<file path="src/rtl/key_debounce.sv">
// Pushbutton conditioner: 2-flop synchroniser, per-key debounce FSM, registered level and press/release strobes.
// Optional auto-repeat of key_press while held is enabled by defining KEY_AUTOREPEAT_EN.
module key_debounce #(
   parameter int NUM_KEYS        = 4,
   parameter int DEBOUNCE_CYCLES = 1000000,
   parameter int REPEAT_DELAY    = 25000000,
   parameter int REPEAT_RATE     = 5000000,
   parameter int CNT_W           = 25
) (
   input  logic                clk_clk,
   input  logic                reset_reset_n,
   input  logic [NUM_KEYS-1:0] key_n,
   output logic [NUM_KEYS-1:0] key_level_n,
   output logic [NUM_KEYS-1:0] key_press,
   output logic [NUM_KEYS-1:0] key_release
);

`ifdef KEY_AUTOREPEAT_EN
   localparam bit AUTOREPEAT = 1'b1;
`else
   localparam bit AUTOREPEAT = 1'b0;
`endif

   localparam logic [CNT_W-1:0] DB_LAST    = CNT_W'(DEBOUNCE_CYCLES - 1);
   localparam logic [CNT_W-1:0] DELAY_LAST = CNT_W'(REPEAT_DELAY - 1);
   localparam logic [CNT_W-1:0] RATE_LAST  = CNT_W'(REPEAT_RATE - 1);

   typedef enum logic [1:0] {ST_UP, ST_DN_WAIT, ST_DOWN, ST_UP_WAIT} state_e;

   for (genvar g = 0; g < NUM_KEYS; g++) begin : g_key
      logic             sync1_q, sync1_d;
      logic             s_q, s_d;
      state_e           state_q, state_d;
      logic [CNT_W-1:0] cnt_q, cnt_d;
      logic             rpt_q, rpt_d;
      logic             level_q, level_d;
      logic             press_q, press_d;
      logic             release_q, release_d;
      logic [CNT_W-1:0] rpt_limit;
      logic             rpt_hit;

      always_ff @(posedge clk_clk or negedge reset_reset_n) begin
         if (!reset_reset_n) begin
            sync1_q   <= 1'b1;
            s_q       <= 1'b1;
            state_q   <= ST_UP;
            cnt_q     <= '0;
            rpt_q     <= 1'b0;
            level_q   <= 1'b1;
            press_q   <= 1'b0;
            release_q <= 1'b0;
         end else begin
            sync1_q   <= sync1_d;
            s_q       <= s_d;
            state_q   <= state_d;
            cnt_q     <= cnt_d;
            rpt_q     <= rpt_d;
            level_q   <= level_d;
            press_q   <= press_d;
            release_q <= release_d;
         end
      end

      // rpt_q clear means the next repeat is the first one, timed by REPEAT_DELAY
      always_comb begin
         rpt_limit = rpt_q ? RATE_LAST : DELAY_LAST;
         rpt_hit   = AUTOREPEAT && (cnt_q == rpt_limit);
      end

      always_comb begin
         sync1_d = key_n[g];
         s_d     = sync1_q;
         state_d = state_q;
         cnt_d   = cnt_q;
         rpt_d   = rpt_q;
         case (state_q)
            ST_UP: begin
               if (!s_q) begin
                  state_d = ST_DN_WAIT;
                  cnt_d   = CNT_W'(1);
               end
            end
            ST_DN_WAIT: begin
               if (s_q) begin
                  state_d = ST_UP;
                  cnt_d   = '0;
               end else if (cnt_q == DB_LAST) begin
                  state_d = ST_DOWN;
                  cnt_d   = '0;
                  rpt_d   = 1'b0;
               end else begin
                  cnt_d = cnt_q + 1'b1;
               end
            end
            ST_DOWN: begin
               if (s_q) begin
                  state_d = ST_UP_WAIT;
                  cnt_d   = CNT_W'(1);
               end else if (!AUTOREPEAT) begin
                  cnt_d = '0;
               end else if (rpt_hit) begin
                  cnt_d = '0;
                  rpt_d = 1'b1;
               end else begin
                  cnt_d = cnt_q + 1'b1;
               end
            end
            ST_UP_WAIT: begin
               if (!s_q) begin
                  state_d = ST_DOWN;
                  cnt_d   = '0;
                  rpt_d   = 1'b0;
               end else if (cnt_q == DB_LAST) begin
                  state_d = ST_UP;
                  cnt_d   = '0;
               end else begin
                  cnt_d = cnt_q + 1'b1;
               end
            end
            default: begin
               state_d = ST_UP;
               cnt_d   = '0;
            end
         endcase
      end

      always_comb begin
         level_d   = level_q;
         press_d   = 1'b0;
         release_d = 1'b0;
         case (state_q)
            ST_DN_WAIT: begin
               if (!s_q && cnt_q == DB_LAST) begin
                  level_d = 1'b0;
                  press_d = 1'b1;
               end
            end
            ST_DOWN: begin
               if (!s_q && rpt_hit) press_d = 1'b1;
            end
            ST_UP_WAIT: begin
               if (s_q && cnt_q == DB_LAST) begin
                  level_d   = 1'b1;
                  release_d = 1'b1;
               end
            end
            default: ;
         endcase
      end

      assign key_level_n[g] = level_q;
      assign key_press[g]   = press_q;
      assign key_release[g] = release_q;
   end

endmodule

</file>
<file path="config.mk">
export PLATFORM = sky130hd
export DESIGN_NAME = key_debounce
export DESIGN_NICKNAME = d
export VERILOG_FILES = /design/src/rtl/key_debounce.sv
export SDC_FILE = /design/constraint.sdc
export NUM_CORES = 1
export LEC_CHECK = 0
export CAP_MARGIN = 0
export CORE_MARGIN = 2
export CORE_UTILIZATION = 67
export DETAILED_ROUTE_END_ITERATION = 16
export GPL_TIMING_DRIVEN = 0
export PLACE_DENSITY = 0.95
export SLEW_MARGIN = 0
export SYNTH_ARGS = -nofsm -noshare
export SYNTH_HDL_FRONTEND = slang
export SYNTH_SLANG_ARGS = --single-unit
</file>
<file path="constraint.sdc">
create_clock -name clk_clk -period 5.03 [get_ports clk_clk]
set_input_delay 1.006 -clock clk_clk [delete_from_list [all_inputs] [get_ports clk_clk]]
set_output_delay 1.006 -clock clk_clk [all_outputs]
set_load 0.005 [all_outputs]
</file>
# After elaboration in Yosys (flattened, before gate mapping)
# Cells that the tools add are included.
[op_classes]
n_addsub = 4
n_eq_ne = 40
muxes = 80
n_reduce_logical = 28
[ops]
columns = ["cell", "count"]
rows = [
  ["$mux 25", 16],
  ["$pmux 25 s4", 4],
  ["$add 25x1->25 const B", 4],
  ["$eq 25x20->1 const B", 4],
  ["$mux 2", 24],
  ["$ne 2x2->1 const B", 16],
  ["$pmux 2 s4", 4],
  ["$mux 1", 28],
  ["$ne 3x3->1 const B", 8],
  ["$eq 2x2->1 const B", 8],
  ["$reduce_and 4->1", 4],
  ["$reduce_and 3->1", 4],
  ["$eq 2x1->1 const B", 4],
  ["$logic_and 1x1->1", 8],
  ["$logic_not 2->1", 4],
  ["$pmux 1 s2", 4],
  ["$reduce_bool 2->1", 4],
  ["$logic_not 1->1", 4],
]
[word_totals]
regBits = 128
inputBits = 6
output_inout_bits = 12
word_cells = 180

# Depth between registers and ports, before layout
[logic_depth]
ltp_word = 4
depth_mapped = 7
ltp_nobuf = 6

# Worst setup path after synthesis
# Ideal clock, no wire load.
[synth_timing]
path_type = "register to register"
from = "register g_key[0].cnt_q[7]"
to = "register g_key[0].cnt_q[20]"
setup_ns = 0.124
arrival_time_ns = 1.830
t_required_ns = 4.906
setup_slack_ns = 3.076
path_stages_with_launch = 8
path_buffers = 2
synth_period_minus_slack_ns = 1.954
path_cell_list = "dfrtp_1 nor4b_1 nand4_1 o311a_1 buf_2 buf_2 a32oi_1 nand2_1"
[synth_between]
elab_chain_cells = 4
elab_cells_between_ends = 6
classes_between = "1 x add/sub; 1 x eq/ne; 4 x mux"
[synth_rtl]
columns = ["element", "line", "text"]
rows = [
  ["from (decl)", "34", "logic [CNT_W-1:0] cnt_q, cnt_d;"],
  ["from (signal assigned)", "56", "cnt_q <= cnt_d;"],
  ["$add 25x1->25 / $eq 25x20->1 (equally long branches)", "--", ""],
  ["$mux 25 *", "87, 113", ""],
  ["$mux 25, on equally long branches", "109, 84", ""],
  ["$pmux 25 s4 *", "76", "case (state_q)"],
]
# Mark *: on every way between the ends. The rest lies on a longest branch, timed or not.
# A chain may end at the register's enable or synchronous reset.

# Worst setup path in the final report
[layout_timing]
from = "register g_key[3].level_q"
to = "output key_level_n[3]"
[layout_lines]
columns = ["element", "line", "text"]
rows = [
  ["from (decl)", "36", "logic level_q, level_d;"],
  ["from (signal assigned)", "58", "level_q <= level_d;"],
  ["to (decl)", "13", "output logic [NUM_KEYS-1:0] key_level_n,"],
]
# No word-level cell between the ends.

==> metrics.txt <==
RSZ-0062 raised after global routing no; Post-DP HPWL approximately 11 mm; Post-synth EDFFs 0; Max FO, Critical Path 3; core area just under 0.01 sq mm; DR vias 6263; period utilization a little over half; cells along the critical path buf_4 > clkdlybuf4s50_1; share of the synthesized area in the top cell type between 40% and 50%; drt wl/cell ~18 microns; setup bufs post-CTS 0; Final min period between 2 and 3 ns; die height between 100 and 150 microns; WS Path Type flop to output pin; # rows 36; routed wire length ~17 mm; Mapped Area 0.00680 sq mm; initial antenna violation count 0; combinational power share 5.5%; Syn-to-layout area delta 14.2%; clock skew between 0.01 and 0.015 ns; CP max stage delay between 0.5 and 0.6 ns; Antenna diodes 0; register area share after synthesis roughly 47%; Seq pwr share 44.3%; Final ANT Viol Nets 0; Clock Latency Late Sink between 0.5 and 0.6 ns; arrival time worst endpoint between 1.5 and 2 ns; final setup fails 0; post-synthesis area per instance a little over 9 sq um; Die ar. 0.0110 sq mm; syn_nets around 750; pin count of the biggest net entering global routing just over 90; ratio of cells with drive above 1 in the final layout 10.1%; peak supply drop a little over 0.4 mV; final hold vios 0; max-cap viol count 0; RD Place Congestion about 0.93; Die W around 100 microns; Starting Density between 60% and 70%; DR pass1 iterations 5; DRT iter0 DRCs a little over 700; # clock sinks between 100 and 150; total gr overflow 0; leading area contributor after synthesis dfrtp_1; fin. max-slew vios 0; PD cells ~320 mW/mm^2; Leakage approximately 3.3 nW; Worst setup EP type output pin; flops & latches, synth 128; Power, Total approximately 0.0025 W; commonest non-fill, non-tap cell in the layout dfrtp_1; Max Freq 371 MHz; number of global-route vias before repair ~6000; pre-CTS WS ~2.6 ns; most frequent cells in the layout dfrtp_1 (116), nand2_1 (74), nand3_1 (52); worst-margin pin slew 0.754 ns; status finished, final reports clean; clock root cell clkbuf_8; switching power share of the total 23.1%; cell family with most CP delay buffers and inverters; Max clock buf depth 2; post-CTS sizing 0; startpoint types flop; Cell Int Power 0.00190 W; Final WS setup between 2 and 2.5 ns; clock share of power 50.2%; nets between 700 and 800; HP Class flop to flop; CP Data Required Time approximately 4 ns; crit path buf inv count 2; total track usage a little under a third; Synth cell types a little over 60; Clock transition at path regs roughly 0.060 ns; # hold bufs at CTS 0; H-tree Lvls 4; Final Non-Filler Cells roughly 930; IO Port Bufs 17; Vias/cell 6.77; top cells by area, synth dfrtp_1 (43%), dfstp_2 (4.6%), nand2_1 (4.1%), a31oi_1 (3.9%), nand3_1 (3.8%); Worst slew margin around 49%; Critical-path top delay cell dfstp_2; Post-Place Cells just under 900; Async SR Flop Fraction 100%; ys flop type dfrtp_1; Fillers 624; Ports 18; global-route wire length before repair between 20 and 30 mm; CTS buffer count 17; Yosys warning total 0; Syn Inst Count ~740; sw power between 0.0005 and 0.0006 W; CTS tree yes; DRC Markers 0
==> flip-flops by register name (all words and copies together) (netlist names), named ones only <==
| signal | cells |
|---|---|
| g_key.press_q | 4 |
| g_key.level_q | 4 |
| g_key.cnt_q | 100 |
| g_key.s_q | 4 |
| g_key.s_d | 4 |
| g_key.release_q | 4 |
| g_key.state_q | 4 |
==> logic make-up (layout without fill, tap and decap cells) <==
kind of cell,Yosys count,count (layout),synth area share (%)
and+or+nand+nor,334,334,26.4
AOI/OAI and AO/OA,186,186,17.4
DFF,128,128,47.3
buffers and inverters,62,112,4.34
xor gates and xnor gates,23,23,2.96
muxes,5,5,0.736
adders and majority gates,4,4,0.736
==> metal layers <==
metal  global-route usage, %  part of all wire [%]  vias to the layer above
li1                        -                     -                     2832
met1                    41.3                    40                     3052
met2                    52.0                    50                      335
met3                    7.24                   7.7                       44
met4                    11.7                   1.6                        0
met5                       0                     0                        -
==> final timing paths <==
kind                                               startpoint                             end  slack (ns)  depth (start not counted)
worst max-delay path             g_key[3].level_q$_DFFE_PN1P_                  key_level_n[3]        2.34                          2
worst min register to register         g_key[3].s_d$_DFF_PN1_          g_key[3].s_q$_DFF_PN1_        0.35                          0
min in group asynchronous                       reset_reset_n  g_key[0].cnt_q[24]$_DFFE_PN0P_        0.37                          1
worst min-delay path                   g_key[3].s_d$_DFF_PN1_          g_key[3].s_q$_DFF_PN1_        0.35                          0
worst max register to register  g_key[3].cnt_q[0]$_DFFE_PN0N_   g_key[3].cnt_q[7]$_DFFE_PN0N_        2.41                          7
max in group asynchronous                       reset_reset_n          g_key[2].s_d$_DFF_PN1_        3.89                          2
==> Yosys cell counts, types with 17 or more instances <==
cell / n
a21oi_1: 49
a31oi_1: 42
and3_1: 21
clkbuf_1: 19
dfrtp_1: 116
inv_1: 19
nand2_1: 74
nand3_1: 52
nand4_1: 28
nor2_1: 51
nor3_1: 20
nor4_1: 17
o21ai_0: 35
xor2_1: 18
==> stage by stage <==
step / instance area (sq um) / utilization (%) / TNS, ns / hold WS, ns
6_report: 7760 / 79.0 / 0 / 0.354
3_3_place_gp: 7130 / 72.6 / -210.24 / 0.346
5_1_grt: 7760 / 79.0 / 0 / 0.358
2_1_floorplan: 6800 / - / 0 / 0.345
4_1_cts: 7760 / 79.0 / 0 / 0.355
3_5_place_dp: 7160 / 72.9 / 0 / 0.347
==> worst register-to-register path: stages, from the launching register on <==
cell and delay (ns):
dfrtp_1 0.44, ha_1 0.29, nand4_1 0.17, nor4_1 0.12, a211oi_2 0.67, clkbuf_1 0.44
o21ai_0 0.20, a31oi_1 0.20
==> final cells by class <==
class	count	area, sq um	share of cell area [%]
multi-input combinational	552	3280	42.3
sequential	128	3220	41.5
clock buffer	23	467	6.01
buffer	43	224	2.89
timing repair buffer	18	199	2.56
tap	133	166	2.14
clock inverter	9	133	1.71
inverter	19	71.3	0.919
==> power by group through the flow <==
stage                     Sequential (W)  Combinational (W)  Clock [W]
after detailed placement         0.00111           0.000133          0
after CTS                        0.00109           0.000134    0.00125
after floorplan                  0.00110          0.0000813          0
after global routing             0.00110           0.000151    0.00129
after global placement           0.00111           0.000122          0
final                            0.00109           0.000135    0.00124
No activity file was read; power rests on OpenSTA's default activity.
